$ cat src/rtl/tx_frame_sequencer_pkg.sv
// Shared types and defaults for the tx frame sequencer.
//   tx_seq_state_e : sequencer FSM states
//   tx_seq_dbg_t   : debug view of FSM state and message continuation flag
//   K/P/PAD defaults for a standard RS(255,223) codeblock
package tx_frame_sequencer_pkg;

    localparam int          K_BYTES_DEF  = 223;
    localparam int          P_BYTES_DEF  = 32;
    localparam logic [7:0]  PAD_BYTE_DEF = 8'h00;

    typedef enum logic [1:0] {
        IDLE   = 2'd0,
        DATA   = 2'd1,
        PAD    = 2'd2,
        PARITY = 2'd3
    } tx_seq_state_e;

    typedef struct packed {
        tx_seq_state_e state;
        logic          msg_open;
    } tx_seq_dbg_t;

    function automatic int max_int(input int a, input int b);
        return (a > b) ? a : b;
    endfunction

endpackage

$ cat src/rtl/tx_frame_sequencer_if.sv
// Byte streams around the tx frame sequencer.
//   s_data_*  : message bytes from the message source
//   s_par_*   : RS parity bytes from the parity generator
//   m_axis_*  : codeblock bytes towards the scrambler
// Handshake: a byte moves on every clock edge where valid && ready. A source
// keeps valid and its payload stable until accepted; ready never depends on
// the valid it qualifies.
// Modports: master = the sequencer, slave = its environment.
interface tx_frame_sequencer_if;

    logic       s_data_valid;
    logic       s_data_ready;
    logic [7:0] s_data;
    logic       s_data_last;

    logic       s_par_valid;
    logic       s_par_ready;
    logic [7:0] s_par_data;
    logic       s_par_last;

    logic       m_axis_valid;
    logic       m_axis_ready;
    logic [7:0] m_axis_data;
    logic       m_axis_sop;
    logic       m_axis_last;
    logic       m_axis_is_parity;

    modport master (
        input  s_data_valid, s_data, s_data_last,
        output s_data_ready,
        input  s_par_valid, s_par_data, s_par_last,
        output s_par_ready,
        output m_axis_valid, m_axis_data, m_axis_sop, m_axis_last, m_axis_is_parity,
        input  m_axis_ready
    );

    modport slave (
        output s_data_valid, s_data, s_data_last,
        input  s_data_ready,
        output s_par_valid, s_par_data, s_par_last,
        input  s_par_ready,
        input  m_axis_valid, m_axis_data, m_axis_sop, m_axis_last, m_axis_is_parity,
        output m_axis_ready
    );

endinterface

$ cat src/rtl/tx_frame_sequencer_out_reg.sv
// One-deep valid/ready output register for codeblock bytes.
// Ports:
//   clk, rst        : clock, async active-high reset
//   i_push          : load payload (only asserted by the caller when o_ld)
//   i_data/i_sop/i_last/i_is_parity : payload to load
//   i_ready         : downstream ready
//   o_ld            : register can take a new byte this cycle
//   o_valid/o_data/o_sop/o_last/o_is_parity : registered outputs
module tx_out_reg (
    input  logic       clk,
    input  logic       rst,
    input  logic       i_push,
    input  logic [7:0] i_data,
    input  logic       i_sop,
    input  logic       i_last,
    input  logic       i_is_parity,
    input  logic       i_ready,
    output logic       o_ld,
    output logic       o_valid,
    output logic [7:0] o_data,
    output logic       o_sop,
    output logic       o_last,
    output logic       o_is_parity
);

    logic       r_valid;
    logic [7:0] r_data;
    logic       r_sop;
    logic       r_last;
    logic       r_is_parity;

    always_ff @(posedge clk or posedge rst) begin
        if (rst) begin
            r_valid     <= 1'b0;
            r_data      <= 8'h00;
            r_sop       <= 1'b0;
            r_last      <= 1'b0;
            r_is_parity <= 1'b0;
        end else if (i_push) begin
            r_valid     <= 1'b1;
            r_data      <= i_data;
            r_sop       <= i_sop;
            r_last      <= i_last;
            r_is_parity <= i_is_parity;
        end else if (i_ready) begin
            r_valid <= 1'b0;
        end
    end

    // Payload only changes on a push, and pushes only happen when empty or
    // draining, so a stalled byte stays put.
    assign o_ld        = !r_valid || i_ready;
    assign o_valid     = r_valid;
    assign o_data      = r_data;
    assign o_sop       = r_sop;
    assign o_last      = r_last;
    assign o_is_parity = r_is_parity;

endmodule

$ cat src/rtl/tx_frame_sequencer.sv
// Builds fixed-length codeblocks: K message bytes (short messages padded with
// PAD_BYTE) followed by P parity bytes, tagged with sop/last/is_parity.
// Ports:
//   clk, rst     : clock, async active-high reset
//   bus          : tx_frame_sequencer_if.master (message in, parity in, codeblock out)
//   err_clr      : clears err_par_len
//   err_par_len  : sticky, s_par_last not aligned with the P-th parity byte
//   busy         : codeblock in progress or output byte pending
//   dbg          : FSM state and message-continuation flag
module tx_frame_sequencer
    import tx_frame_sequencer_pkg::*;
#(
    parameter int         K_BYTES  = K_BYTES_DEF,
    parameter int         P_BYTES  = P_BYTES_DEF,
    parameter logic [7:0] PAD_BYTE = PAD_BYTE_DEF
) (
    input  logic                        clk,
    input  logic                        rst,
    tx_frame_sequencer_if.master        bus,
    input  logic                        err_clr,
    output logic                        err_par_len,
    output logic                        busy,
    output tx_seq_dbg_t                 dbg
);

    localparam int MAX_KP = max_int(K_BYTES, P_BYTES);
    localparam int CNT_W  = (MAX_KP > 2) ? $clog2(MAX_KP) : 1;
    localparam logic [CNT_W-1:0] K_LAST = CNT_W'(K_BYTES - 1);
    localparam logic [CNT_W-1:0] P_LAST = CNT_W'(P_BYTES - 1);

    tx_seq_state_e    r_state;
    logic [CNT_W-1:0] r_cnt;
    logic             r_msg_open;
    logic             r_err;

    logic       w_ld;
    logic       w_push;
    logic [7:0] w_data;
    logic       w_sop;
    logic       w_last;
    logic       w_is_par;
    logic       w_err_set;
    logic       w_k_end;
    logic       w_p_end;
    logic       w_m_valid;
    logic [7:0] w_m_data;
    logic       w_m_sop;
    logic       w_m_last;
    logic       w_m_is_par;

    assign w_k_end = (r_cnt == K_LAST);
    assign w_p_end = (r_cnt == P_LAST);

    // Byte selection for the output register; a push happens only when the
    // register can load and the current phase has a byte to offer.
    always_comb begin
        w_push    = 1'b0;
        w_data    = 8'h00;
        w_sop     = 1'b0;
        w_last    = 1'b0;
        w_is_par  = 1'b0;
        w_err_set = 1'b0;
        unique case (r_state)
            IDLE, DATA: begin
                if (bus.s_data_valid && w_ld) begin
                    w_push = 1'b1;
                    w_data = bus.s_data;
                    w_sop  = (r_state == IDLE);
                end
            end
            PAD: begin
                if (w_ld) begin
                    w_push = 1'b1;
                    w_data = PAD_BYTE;
                end
            end
            PARITY: begin
                if (bus.s_par_valid && w_ld) begin
                    w_push    = 1'b1;
                    w_data    = bus.s_par_data;
                    w_is_par  = 1'b1;
                    w_last    = w_p_end;
                    // The block length is fixed by the counter; a misplaced
                    // s_par_last is only reported.
                    w_err_set = (bus.s_par_last != w_p_end);
                end
            end
            default: ;
        endcase
    end

    always_ff @(posedge clk or posedge rst) begin
        if (rst) begin
            r_state    <= IDLE;
            r_cnt      <= '0;
            r_msg_open <= 1'b0;
            r_err      <= 1'b0;
        end else begin
            if (w_err_set) begin
                r_err <= 1'b1;
            end else if (err_clr) begin
                r_err <= 1'b0;
            end
            if (w_push) begin
                unique case (r_state)
                    IDLE: begin
                        r_cnt <= CNT_W'(1);
                        if (bus.s_data_last) begin
                            r_state    <= PAD;
                            r_msg_open <= 1'b0;
                        end else begin
                            r_state <= DATA;
                        end
                    end
                    DATA: begin
                        if (w_k_end) begin
                            // Message still running past this block: the next
                            // block carries on with data, no padding.
                            r_state    <= PARITY;
                            r_cnt      <= '0;
                            r_msg_open <= !bus.s_data_last;
                        end else begin
                            r_cnt <= r_cnt + 1'b1;
                            if (bus.s_data_last) begin
                                r_state    <= PAD;
                                r_msg_open <= 1'b0;
                            end
                        end
                    end
                    PAD: begin
                        if (w_k_end) begin
                            r_state <= PARITY;
                            r_cnt   <= '0;
                        end else begin
                            r_cnt <= r_cnt + 1'b1;
                        end
                    end
                    PARITY: begin
                        if (w_p_end) begin
                            r_state <= IDLE;
                            r_cnt   <= '0;
                        end else begin
                            r_cnt <= r_cnt + 1'b1;
                        end
                    end
                    default: ;
                endcase
            end
        end
    end

    tx_out_reg u_out_reg (
        .clk         (clk),
        .rst         (rst),
        .i_push      (w_push),
        .i_data      (w_data),
        .i_sop       (w_sop),
        .i_last      (w_last),
        .i_is_parity (w_is_par),
        .i_ready     (bus.m_axis_ready),
        .o_ld        (w_ld),
        .o_valid     (w_m_valid),
        .o_data      (w_m_data),
        .o_sop       (w_m_sop),
        .o_last      (w_m_last),
        .o_is_parity (w_m_is_par)
    );

    assign bus.m_axis_valid     = w_m_valid;
    assign bus.m_axis_data      = w_m_data;
    assign bus.m_axis_sop       = w_m_sop;
    assign bus.m_axis_last      = w_m_last;
    assign bus.m_axis_is_parity = w_m_is_par;

    assign bus.s_data_ready = w_ld && ((r_state == IDLE) || (r_state == DATA));
    assign bus.s_par_ready  = w_ld && (r_state == PARITY);

    assign err_par_len  = r_err;
    assign busy         = (r_state != IDLE) || w_m_valid;
    assign dbg.state    = r_state;
    assign dbg.msg_open = r_msg_open;

endmodule
$ cat src/flat_wrapper.sv
// flat-port wrapper written by rule: the top's interface ports become plain ports
module tx_frame_sequencer_flat import tx_frame_sequencer_pkg::*;
#(
    parameter int         K_BYTES  = K_BYTES_DEF,
    parameter int         P_BYTES  = P_BYTES_DEF,
    parameter logic [7:0] PAD_BYTE = PAD_BYTE_DEF
)
  (clk, rst, err_clr, err_par_len, busy, dbg, bus_s_data_valid, bus_s_data, bus_s_data_last, bus_s_data_ready, bus_s_par_valid, bus_s_par_data, bus_s_par_last, bus_s_par_ready, bus_m_axis_valid, bus_m_axis_data, bus_m_axis_sop, bus_m_axis_last, bus_m_axis_is_parity, bus_m_axis_ready);
  tx_frame_sequencer_if bus_i ();
  input  logic clk;
  input  logic rst;
  input  logic err_clr;
  output logic err_par_len;
  output logic busy;
  output tx_seq_dbg_t dbg;
  input wire logic [$bits(bus_i.s_data_valid)-1:0] bus_s_data_valid;
  input wire logic [$bits(bus_i.s_data)-1:0] bus_s_data;
  input wire logic [$bits(bus_i.s_data_last)-1:0] bus_s_data_last;
  output wire logic [$bits(bus_i.s_data_ready)-1:0] bus_s_data_ready;
  input wire logic [$bits(bus_i.s_par_valid)-1:0] bus_s_par_valid;
  input wire logic [$bits(bus_i.s_par_data)-1:0] bus_s_par_data;
  input wire logic [$bits(bus_i.s_par_last)-1:0] bus_s_par_last;
  output wire logic [$bits(bus_i.s_par_ready)-1:0] bus_s_par_ready;
  output wire logic [$bits(bus_i.m_axis_valid)-1:0] bus_m_axis_valid;
  output wire logic [$bits(bus_i.m_axis_data)-1:0] bus_m_axis_data;
  output wire logic [$bits(bus_i.m_axis_sop)-1:0] bus_m_axis_sop;
  output wire logic [$bits(bus_i.m_axis_last)-1:0] bus_m_axis_last;
  output wire logic [$bits(bus_i.m_axis_is_parity)-1:0] bus_m_axis_is_parity;
  input wire logic [$bits(bus_i.m_axis_ready)-1:0] bus_m_axis_ready;
  assign bus_i.s_data_valid = bus_s_data_valid;
  assign bus_i.s_data = bus_s_data;
  assign bus_i.s_data_last = bus_s_data_last;
  assign bus_s_data_ready = bus_i.s_data_ready;
  assign bus_i.s_par_valid = bus_s_par_valid;
  assign bus_i.s_par_data = bus_s_par_data;
  assign bus_i.s_par_last = bus_s_par_last;
  assign bus_s_par_ready = bus_i.s_par_ready;
  assign bus_m_axis_valid = bus_i.m_axis_valid;
  assign bus_m_axis_data = bus_i.m_axis_data;
  assign bus_m_axis_sop = bus_i.m_axis_sop;
  assign bus_m_axis_last = bus_i.m_axis_last;
  assign bus_m_axis_is_parity = bus_i.m_axis_is_parity;
  assign bus_i.m_axis_ready = bus_m_axis_ready;
  tx_frame_sequencer #(.K_BYTES(K_BYTES), .P_BYTES(P_BYTES), .PAD_BYTE(PAD_BYTE)) u_core (.clk(clk), .rst(rst), .bus(bus_i), .err_clr(err_clr), .err_par_len(err_par_len), .busy(busy), .dbg(dbg));
endmodule
$ cat config.mk
export PLATFORM = sky130hd
export DESIGN_NAME = tx_frame_sequencer_flat
export DESIGN_NICKNAME = d
export VERILOG_FILES = /design/src/rtl/tx_frame_sequencer_pkg.sv /design/src/rtl/tx_frame_sequencer_if.sv /design/src/rtl/tx_frame_sequencer_out_reg.sv /design/src/rtl/tx_frame_sequencer.sv /design/src/flat_wrapper.sv
export SDC_FILE = /design/constraint.sdc
export NUM_CORES = 1
export LEC_CHECK = 0
export BUFFER_PORTS_ARGS = -buffer_cell sky130_fd_sc_hd__buf_4
export CORE_AREA = 2 2 55 57
export CTS_CLUSTER_SIZE = 40
export DETAILED_ROUTE_END_ITERATION = 8
export DIE_AREA = 0 0 57 59
export PLACE_DENSITY = 0.88
export SKIP_LAST_GASP = 1
export SLEW_MARGIN = 20
export SYNTH_ARGS = -nofsm -noshare
export SYNTH_HDL_FRONTEND = slang
export SYNTH_SLANG_ARGS = --single-unit
$ cat constraint.sdc
create_clock -name clk -period 4.2 [get_ports clk]
set_clock_uncertainty 0.05 [all_clocks]
set_input_delay 0 -clock clk [delete_from_list [all_inputs] [get_ports clk]]
set_output_delay 0 -clock clk [all_outputs]
set_load 0.02 [all_outputs]
==> results of run 1 <==
## how the worst max path moves through the flow
| stage | end | slack (ps) | cells past startpoint |
|---|---|---|---|
| 2_1_floorplan | u_core.r_cnt[5] | 2090 | 6 |
| 3_3_place_gp | u_core.r_cnt[5] | 1740 | 6 |
| 3_5_place_dp | u_core.r_cnt[3] | 1620 | 6 |
| 4_1_cts | u_core.r_cnt[3] | 1610 | 6 |
| 5_1_grt | u_core.r_cnt[7] | 1340 | 6 |
| 6_report | u_core.r_cnt[7] | 1490 | 6 |
## where the power goes
part | total [mW] | switching (mW) | internal [mW]
registers | 0.399 | 0.0845 | 0.314
clock network | 0.176 | 0.0795 | 0.0966
logic | 0.771 | 0.444 | 0.327
total | 1.35 | 0.608 | 0.738
## final cells by class
class / instances / area, um^2 / area share, %
clock buffers: 3 / 22.5 / 1.12
clock inverters: 1 / 30.0 / 1.49
inverters: 11 / 41.3 / 2.05
multi-input cells: 103 / 738 / 36.6
flip-flops and latches: 24 / 601 / 29.8
well taps: 31 / 38.8 / 1.93
repair buffers: 65 / 543 / 27.0
## through the flow
step | util [%] | power [mW]
after floorplan | - | 0.871
after global placement | 64.3 | 1.07
after detailed placement | 64.3 | 1.10
after CTS | 74.3 | 1.32
after global routing | 74.3 | 1.43
final | 74.3 | 1.35
## per-layer routing
layer,vias to the layer above,share of wire [%]
li1,658,-
met2,79,56
met4,0,3.3
met1,709,36
met5,-,0
met3,16,5.3
## logic make-up (layout without fill, tap and decap cells)
logic type      Yosys count  in the layout  share of synthesized area [%]
mux                       3              3                           2.56
flops                    24             24                           42.3
xor+xnor                  1              1                          0.617
simple gates             48             48                           18.0
fa+ha+maj                 7              7                           6.17
buf+inv                  19             80                           5.91
compound gates           44             44                           24.4
## worst reg2reg max path, cell delays in order (launching register included)
cell	delay (ps)
dfrtp_1	460
ha_1	360
mux2_1	370
o21ai_2	660
buf_4	320
a2111oi_0	110
a211o_1	280
## layout by cell type (no fill, tap or decap), types with 3 or more instances in the layout
cell type	count
a211oi_1	3
a221o_1	3
a22o_1	5
a22oi_1	8
buf_4	43
clkbuf_4	3
dfrtp_1	24
dlygate4sd3_1	22
ha_1	7
inv_1	11
nand2_1	21
nand2b_1	3
nand3_1	3
nor2_1	4
o21ai_0	8
## timing repair
action / CTS / global route
hold buffers: 22 / 0
endpoints found under the hold margin: 37 / 0
gates resized for setup: 0 / 0
==> implementation parameters, run 1 <==
Parameter                              Value

Setup path
  Worst endpoint required time    approximately 4400 ps
  Critical path endpoint category    register
  Worst Setup Start Kind    register
  Worst reg-to-reg path cell count    6
  Worst EP arrival    2900 ps
  Sequence of cells on the critical path    ha_1 > mux2_1 > o21ai_2 > buf_4 > a2111oi_0 > a211o_1
  Slowest cell on the critical path    o21ai_2
  Maximum fanout count along the critical path    21
  Critical R2R Launch    u_core.r_state[1]
  Endpoint of the most critical register-to-register path    u_core.r_cnt[7]
  Worst stage delay on the critical path    between 600 and 700 ps
  Register-to-register setup slack    ~1500 ps
  Worst Path Class, Setup    reg2reg
  Crit. Startpoint    u_core.r_state[1]
  Number of buffers and inverters on the critical path    1
  Gate family responsible for the most delay along the worst path    compound AO/OA/AOI/OAI gates

STA
  Final worst-path setup slack    1490 ps
  Max Slew Vio Count    0
  Final setup TNS    0 ps
  Number of setup violations in the final report    0
  Ratio of final minimum period to clock period    between 60 and 70%
  Slew of the pin with the lowest slew margin    around 900 ps
  Shortest clock period the worst path allows after layout    2710 ps
  Hold Violations, Final    0
  Max Fclk    368 MHz
  Unrepaired setup endpoints after global routing    false
  Fin Hold WS    between 200 and 300 ps
  Max-slew headroom    39.1%

Detailed routing
  Count of antenna-violating nets left after detailed routing    0
  Post-detailed-route via-to-cell ratio    ~6
  Total routed wirelength    roughly 4500 um
  Routed wire per std cell    19.0 um
  Post-route DRC    0
  Vias    1462
  Starting DRC count in detailed routing    79
  TritonRoute pass-1 iters    4

Pwr
  Leakage Power    a little under 1 nW
  Maximum VDD drop    approximately 540 uV
  Power per cell area    668 nW/um^2

Global route
  Pin count of the biggest net entering global routing    25
  Number of antenna violations at the first check in global routing    0
  Met3 routing resource usage after global routing    between 3 and 4%
  Vias in the first global route    ~1500
  Total Routing Usage GR    around 29%
  Wire length of the first global-routing pass    slightly above 7000 um
  Most used routing layer    met2
  M1 GR Usage    between 30% and 40%
  Grt ovf    0
  Met2 Track Usage GR    between 50% and 60%

Placement
  Number of placed cells counting well taps    between 200 and 250
  Worst-case setup slack after placement    between 1500 and 2000 ps
  Number of port buffers    between 40 and 50
  Placed standard-cell area    1740 um^2
  Hpwl dp    approximately 2600 um
  Final weighted congestion in routability-driven placement    slightly below 0.9

Layout
  Filler cells    approximately 190
  Area added between synthesis and finish    42.0%
  Layout Nets    239
  Layout cell share with drive strength beyond 1    a little over a quarter
  Total non-filler cell area in the finished layout    2010 um^2
  Inserted Diodes    0
  Filler-free cell count of the finished design    238

Floorplanning
  Core region area    between 2000 and 3000 um^2
  Total number of placement rows    19
  Initial Util    52.4%
  I/O pin cnt    43
  Die span in x    around 57 um
  Die footprint    3360 um^2
  Y dimension of the die    approximately 59 um

Logic synthesis
  Dominant synthesized flop cell    dfrtp_1
  Number of synthesized flops with an enable pin    0
  Largest cells by area after synthesis    dfrtp_1 42%, ha_1 6.2%, nand2_1 5.6%, a22oi_1 4.2%, a22o_1 3.1%
  Top-count cell post-synth    dfrtp_1
  Syn Nets    approximately 180
  Post-synth top area share    42.3%
  Synthesis warning total    0
  Post-Syn Instances    approximately 150
  Total of flip-flops plus latches after synthesis    24
  Sequential share of the synthesized area    ~42%
  Most instantiated cells after synthesis    24 x dfrtp_1, 21 x nand2_1, 11 x inv_1, 8 x a22oi_1, 8 x o21ai_0
  Cell area after synthesis    1420 um^2
  Dominant cell type by area after synthesis    dfrtp_1
  Post-synth ARST share    100%
  Syn_area_per_cell    between 9 and 10 um^2
  Number of library cell types mapped by synthesis    47

Worst hold path
  Hold Path Class    in2reg
  Hold-critical path endpoint    u_core.u_out_reg.o_is_parity
  Number of instances on the worst hold path    3
  Worst hold path startpoint    bus_s_par_valid

Clocking
  Clk slew on worst S/H paths    around 140 ps
  Root Buffer    clkbuf_4
  TritonCTS sink count    24
  Number of buffers inserted during clock tree synthesis    3
  Clock latency of the later-clocked register in the worst-skew pair    ~340 ps
  Number of buffers inserted by post-CTS setup repair    0
  TritonCTS clock tree    built
  Maximum root-to-sink buffer count    2
  CTS H-Tree Depth    1

Run
  Number of maximum-capacitance constraint violations    0

Run status
  Status    finished clean
Note: power is estimated with default switching activity, not from simulation.
==> inputs of run 2 (changes only) <==
- ABC_AREA: default -> 1
- CORE_AREA: 2 2 55 57 -> 2 2 57 59
- DIE_AREA: 0 0 57 59 -> 0 0 59 61
- PLACE_DENSITY: 0.88 -> 0.85
- clock period: 4.2 -> 2.61 ns (I/O delays scaled with it)
==> run 2 against run 1 <==
  * First-iteration DRC count fell by 11%
  * Total power rose by 45%
  * Die area rose by 7.0%
  * Flip-flop and latch count did not move
  * Register-to-register slack got worse by 1200 ps
  * Non-clock buffer count fell by 1
  * Cell count rose by 23%
  * Setup slack got worse by 1200 ps
  * Routed wire length fell by 14%
  * Critical endpoint is now u_core.u_out_reg.o_data[5]
  * Largest power group unchanged
==> implementation parameters, run 2 <==
Parameter                              Value

Run status
  Status    finished clean

STA
  Unrepaired setup endpoints after global routing    false
  Hold Violations, Final    0
  Fin Hold WS    about 45 ps
  Max Slew Vio Count    0
  Number of setup violations in the final report    0
  Shortest clock period the worst path allows after layout    about 2300 ps
  Max Fclk    between 400 and 500 MHz
  Final setup TNS    0 ps
  Slew of the pin with the lowest slew margin    913 ps
  Final worst-path setup slack    ~270 ps
  Ratio of final minimum period to clock period    between 80% and 90%
  Max-slew headroom    39.0%

Floorplanning
  I/O pin cnt    between 40 and 50
  Initial Util    between 40% and 50%
  Y dimension of the die    between 60 and 70 um
  Total number of placement rows    20
  Die span in x    a little under 60 um
  Core region area    about 3000 um^2
  Die footprint    ~3600 um^2

Setup path
  Worst EP arrival    between 2000 and 3000 ps
  Worst Path Class, Setup    reg2reg
  Crit. Startpoint    u_core.r_state[0]
  Gate family responsible for the most delay along the worst path    buffers and inverters
  Worst stage delay on the critical path    610 ps
  Register-to-register setup slack    roughly 270 ps
  Endpoint of the most critical register-to-register path    u_core.u_out_reg.o_data[5]
  Worst reg-to-reg path cell count    9
  Slowest cell on the critical path    dlygate4sd3_1
  Critical R2R Launch    u_core.r_state[0]
  Maximum fanout count along the critical path    17
  Number of buffers and inverters on the critical path    3
  Sequence of cells on the critical path    inv_1 > ha_1 > nor2_4 > nand3_2 > nand3_4 > inv_4 > nand2_1 > nand3_1 > dlygate4sd3_1
  Critical path endpoint category    register
  Worst Setup Start Kind    register
  Worst endpoint required time    approximately 2800 ps

Worst hold path
  Number of instances on the worst hold path    4
  Hold-critical path endpoint    u_core.u_out_reg.o_valid
  Hold Path Class    in2reg
  Worst hold path startpoint    bus_m_axis_ready

Clocking
  Clk slew on worst S/H paths    between 100 and 150 ps
  Clock latency of the later-clocked register in the worst-skew pair    ~310 ps
  Root Buffer    clkbuf_4
  Maximum root-to-sink buffer count    2
  TritonCTS clock tree    built
  TritonCTS sink count    24
  Number of buffers inserted during clock tree synthesis    3
  CTS H-Tree Depth    1

Logic synthesis
  Post-synth top area share    41.1%
  Number of library cell types mapped by synthesis    25
  Syn Nets    roughly 230
  Dominant cell type by area after synthesis    dfrtp_1
  Number of synthesized flops with an enable pin    0
  Dominant synthesized flop cell    dfrtp_1
  Largest cells by area after synthesis    dfrtp_1 41%, nand2_1 17%, nand3_1 8.6%, inv_1 6.4%, ha_1 6.0%
  Post-Syn Instances    about 190
  Post-synth ARST share    100%
  Cell area after synthesis    approximately 1500 um^2
  Total of flip-flops plus latches after synthesis    24
  Sequential share of the synthesized area    41.1%
  Most instantiated cells after synthesis    65 x nand2_1, 25 x inv_1, 25 x nand3_1, 24 x dfrtp_1, 17 x nor2_1
  Synthesis warning total    0
  Top-count cell post-synth    nand2_1
  Syn_area_per_cell    roughly 7.5 um^2

Layout
  Filler-free cell count of the finished design    slightly below 300
  Most frequent cells in the layout    65 x nand2_1, 43 x buf_4, 25 x inv_1, 25 x nand3_1, 24 x dfrtp_1
  Layout Nets    approximately 290
  Inserted Diodes    0
  Total non-filler cell area in the finished layout    2040 um^2
  Area added between synthesis and finish    39.7%
  Final Util    69.2%
  Filler cells    220
  Most common library cell in the layout ignoring fill and taps    nand2_1
  Layout cell share with drive strength beyond 1    24.3%

Global route
  Vias in the first global route    between 1000 and 1500
  Number of antenna violations at the first check in global routing    0
  Wire length of the first global-routing pass    ~6100 um
  Grt ovf    0
  Pin count of the biggest net entering global routing    25
  Total Routing Usage GR    ~23%

Run
  Number of maximum-capacitance constraint violations    0

Pwr
  Leakage Power    1.10 nW
  Power per cell area    roughly 950 nW/um^2
  Post-route total power    1.95 mW
  Maximum VDD drop    just over 700 uV

Detailed routing
  Vias    between 1000 and 1500
  Count of antenna-violating nets left after detailed routing    0
  Post-detailed-route via-to-cell ratio    5.11
  Post-route DRC    0
  Starting DRC count in detailed routing    70
  TritonRoute pass-1 iters    5
  Total routed wirelength    slightly below 4000 um
  Routed wire per std cell    about 13 um

Placement
  Final weighted congestion in routability-driven placement    0.845
  Number of port buffers    42
  Placed standard-cell area    1790 um^2
  Number of placed cells counting well taps    between 200 and 300
  Hpwl dp    around 2400 um
  Worst-case setup slack after placement    roughly 740 ps
## run 2: tightest hold or removal path, cell delays in order
cell and delay [ps]:
buf_4 80, inv_1 30, nand2_1 160, nand2_1 100
## run 2: timing repair
action,4_1_cts,5_1_grt
hold buffers,21,0
resized for setup,0,0
hold endpoints to repair,36,0
setup buffers,0,1
endpoints found under the setup margin,0,1
## run 2: layout make-up
| class | instances | area, um^2 | area share [%] |
|---|---|---|---|
| Timing Repair Buffer | 64 | 533 | 26.1 |
| Multi-Input combinational cell | 141 | 732 | 35.8 |
| Inverter | 26 | 100 | 4.90 |
| Clock buffer | 4 | 36.3 | 1.78 |
| Tap cell | 33 | 41.3 | 2.02 |
| Sequential cell | 24 | 601 | 29.4 |
## run 2: worst max path at each step
stage,cells past startpoint,slack [ps],endpoint
2_1_floorplan,9,870,u_core.r_cnt[0]
3_3_place_gp,7,830,u_core.r_cnt[4]
3_5_place_dp,8,740,u_core.r_cnt[7]
4_1_cts,9,260,u_core.u_out_reg.o_data[3]
5_1_grt,9,140,u_core.u_out_reg.o_data[5]
6_report,9,270,u_core.u_out_reg.o_data[5]
## run 2: layer usage
layer	share of wire (%)	global-route usage [%]	vias to the layer above
met3	6.0	4.69	16
met1	42	29.9	675
met5	0	0	-
met2	48	36.8	65
met4	3.5	7.79	0
li1	-	-	736
## run 2: where the power goes
| group | switching, mW | internal [mW] | leakage [nW] | total [mW] |
|---|---|---|---|---|
| clock | 0.116 | 0.0851 | 0.0210 | 0.201 |
| combinational | 0.700 | 0.485 | 0.761 | 1.18 |
| sequential | 0.0835 | 0.479 | 0.315 | 0.562 |
## run 2: kinds of logic (layout without fill, tap and decap cells)
logic type / Yosys count / count (layout) / share of synthesized area (%)
adders and majority gates: 7 / 7 / 5.99
xor gates and xnor gates: 1 / 1 / 0.599
and+or+nand+nor: 124 / 124 / 39.0
muxes: 1 / 1 / 0.684
DFF: 24 / 24 / 41.1
buffers and inverters: 29 / 94 / 8.90
AOI/OAI and AO/OA: 8 / 8 / 3.76
==> inputs of run 3 (changes only) <==
- CAP_MARGIN: default -> 20
- CORE_AREA: 2 2 57 59 -> 2 2 67 69
- DIE_AREA: 0 0 59 61 -> 0 0 69 71
- PLACE_DENSITY: 0.85 -> 0.66
==> run 3 against run 2 <==
  * Flip-flop and latch count stayed put
  * Critical path type unchanged
  * Largest cell class unchanged
  * First-iteration DRC count is 11% lower
  * Critical endpoint unchanged
  * Cell area is 1.5% higher
==> implementation parameters, run 3 (same netlist as run 2, synthesis figures left out) <==
Parameter                              Value

Clocking
  Clock latency of the later-clocked register in the worst-skew pair    270 ps
  TritonCTS clock tree    built
  TritonCTS sink count    24
  CTS H-Tree Depth    1
  Number of buffers inserted during clock tree synthesis    3
  Maximum root-to-sink buffer count    2
  Root Buffer    clkbuf_8
  Clk slew on worst S/H paths    approximately 90 ps

Layout
  Layout Nets    ~290
  Inserted Diodes    0
  Most frequent cells in the layout    65 x nand2_1, 42 x buf_4, 25 x inv_1, 25 x nand3_1, 24 x dfrtp_1
  Area added between synthesis and finish    41.8%
  Layout cell share with drive strength beyond 1    24.2%
  Total non-filler cell area in the finished layout    2070 um^2
  Register area    around 600 um^2
  Most common library cell in the layout ignoring fill and taps    nand2_1
  Filler cells    423
  Area occupied by multi-input gates    732 um^2

Setup path
  Sequence of cells on the critical path    inv_1 > ha_1 > nor2_4 > nand3_2 > nand3_4 > inv_4 > nand2_1 > nand3_1 > dlygate4sd3_1
  Slowest cell on the critical path    dlygate4sd3_1
  Worst stage delay on the critical path    roughly 560 ps
  Critical path endpoint category    register
  Maximum fanout count along the critical path    17
  Worst EP arrival    around 2500 ps
  Worst endpoint required time    2720 ps
  Gate family responsible for the most delay along the worst path    buffers and inverters
  Worst Setup Start Kind    register
  Number of buffers and inverters on the critical path    3
  Crit. Startpoint    u_core.r_state[0]
  Critical R2R Launch    u_core.r_state[0]
  Worst Path Class, Setup    reg2reg

Floorplanning
  Y dimension of the die    between 70 and 80 um
  Initial Util    between 30% and 40%
  Total number of placement rows    24
  Core region area    roughly 4200 um^2
  I/O pin cnt    between 40 and 50
  Die span in x    69 um
  Die footprint    4900 um^2

STA
  Max Slew Vio Count    0
  Max Fclk    about 420 MHz
  Hold Violations, Final    0
  Number of setup violations in the final report    0
  Ratio of final minimum period to clock period    between 90% and 100%
  Max-slew headroom    39.0%
  Unrepaired setup endpoints after global routing    false
  Shortest clock period the worst path allows after layout    between 2000 and 2500 ps
  Fin Hold WS    18.6 ps
  Slew of the pin with the lowest slew margin    between 900 and 1000 ps
  Final setup TNS    0 ps

Global route
  Grt ovf    0
  Wire length of the first global-routing pass    6160 um
  Number of antenna violations at the first check in global routing    0
  Total Routing Usage GR    15.0%
  Vias in the first global route    1372
  Pin count of the biggest net entering global routing    25

Pwr
  Maximum VDD drop    643 uV
  Power per cell area    between 900 and 1000 nW/um^2
  Leakage Power    1.10 nW
  Post-route total power    around 2 mW

Placement
  Final weighted congestion in routability-driven placement    approximately 0.84
  Number of port buffers    42
  Hpwl dp    2520 um
  Placed standard-cell area    1810 um^2

Run status
  Status    finished clean

Detailed routing
  Starting DRC count in detailed routing    62
  Post-route DRC    0
  Vias    1392
  Post-detailed-route via-to-cell ratio    4.52
  Total routed wirelength    around 3500 um
  Routed wire per std cell    11.4 um
  TritonRoute pass-1 iters    5
  Count of antenna-violating nets left after detailed routing    0

Worst hold path
  Worst hold path startpoint    bus_s_par_last
  Hold Path Class    in2reg

Run
  Number of maximum-capacitance constraint violations    0
-- run 3: cell count changes in the layout (fill, tap and decap cells not counted), sizes merged --
cell / before / now
dlygate4sd3: 21 / 19
buf: 43 / 42
bufinv: 0 / 1
clkbuf: 4 / 3
-- run 3: worst reg2reg max path: stages, from the launching register on --
cell	delay, ps
dfrtp_1	440
inv_1	100
ha_1	260
nor2_4	210
nand3_2	140
nand3_4	190
inv_4	140
nand2_1	110
nand3_1	70
dlygate4sd3_1	560
-- run 3: final timing paths --
check                      slack, ps                           end  cells after the start
setup / recovery                 250    u_core.u_out_reg.o_data[5]                      9
hold / removal                    20            u_core.err_par_len                      4
setup reg to reg                 250    u_core.u_out_reg.o_data[5]                      9
hold reg to reg                  460  u_core.u_out_reg.o_is_parity                      2
max in group asynchronous       1520             u_core.r_state[0]                      3
min in group asynchronous        430               u_core.r_cnt[6]                      3
-- run 3: what timing repair did --
action,in CTS,in global routing
hold buffers,19,0
hold endpoints to repair,34,0
buffers inserted,0,0
resized for setup,0,0
-- run 3: cell type report --
type / instances / area share [%]
Tap cell: 52 / 3.14
Inverter: 26 / 4.83
Multi-Input combinational cell: 141 / 35.3
Sequential cell: 24 / 29.0
Clock buffer: 3 / 1.99
Clock inverter: 1 / 1.45
Timing Repair Buffer: 61 / 24.4
-- run 3: metal layers --
| metal | share of wire [%] | GRT usage (%) | wire length (um) | up-vias |
|---|---|---|---|---|
| met5 | 0 | 0 | 0 | - |
| met1 | 46 | 21.0 | 1630 | 625 |
| li1 | - | - | - | 726 |
| met4 | 0.65 | 2.61 | 23 | 0 |
| met2 | 49 | 25.6 | 1720 | 37 |
| met3 | 4.2 | 1.85 | 147 | 4 |
-- run 3: stage by stage --
step	instances	utilization [%]	worst slack, ps
3_5_place_dp	285	43.1	752
3_3_place_gp	285	43.1	824
5_1_grt	308	49.3	105
2_1_floorplan	194	-	869
6_report	308	49.3	245
4_1_cts	308	49.3	272
-- run 3: where the power goes --
group | leakage [nW] | total [mW] | switching, mW | internal [mW]
sequential | 0.315 | 0.563 | 0.0834 | 0.479
combinational | 0.746 | 1.12 | 0.656 | 0.468
clock | 0.0357 | 0.331 | 0.126 | 0.205
total | 1.10 | 2.02 | 0.865 | 1.15
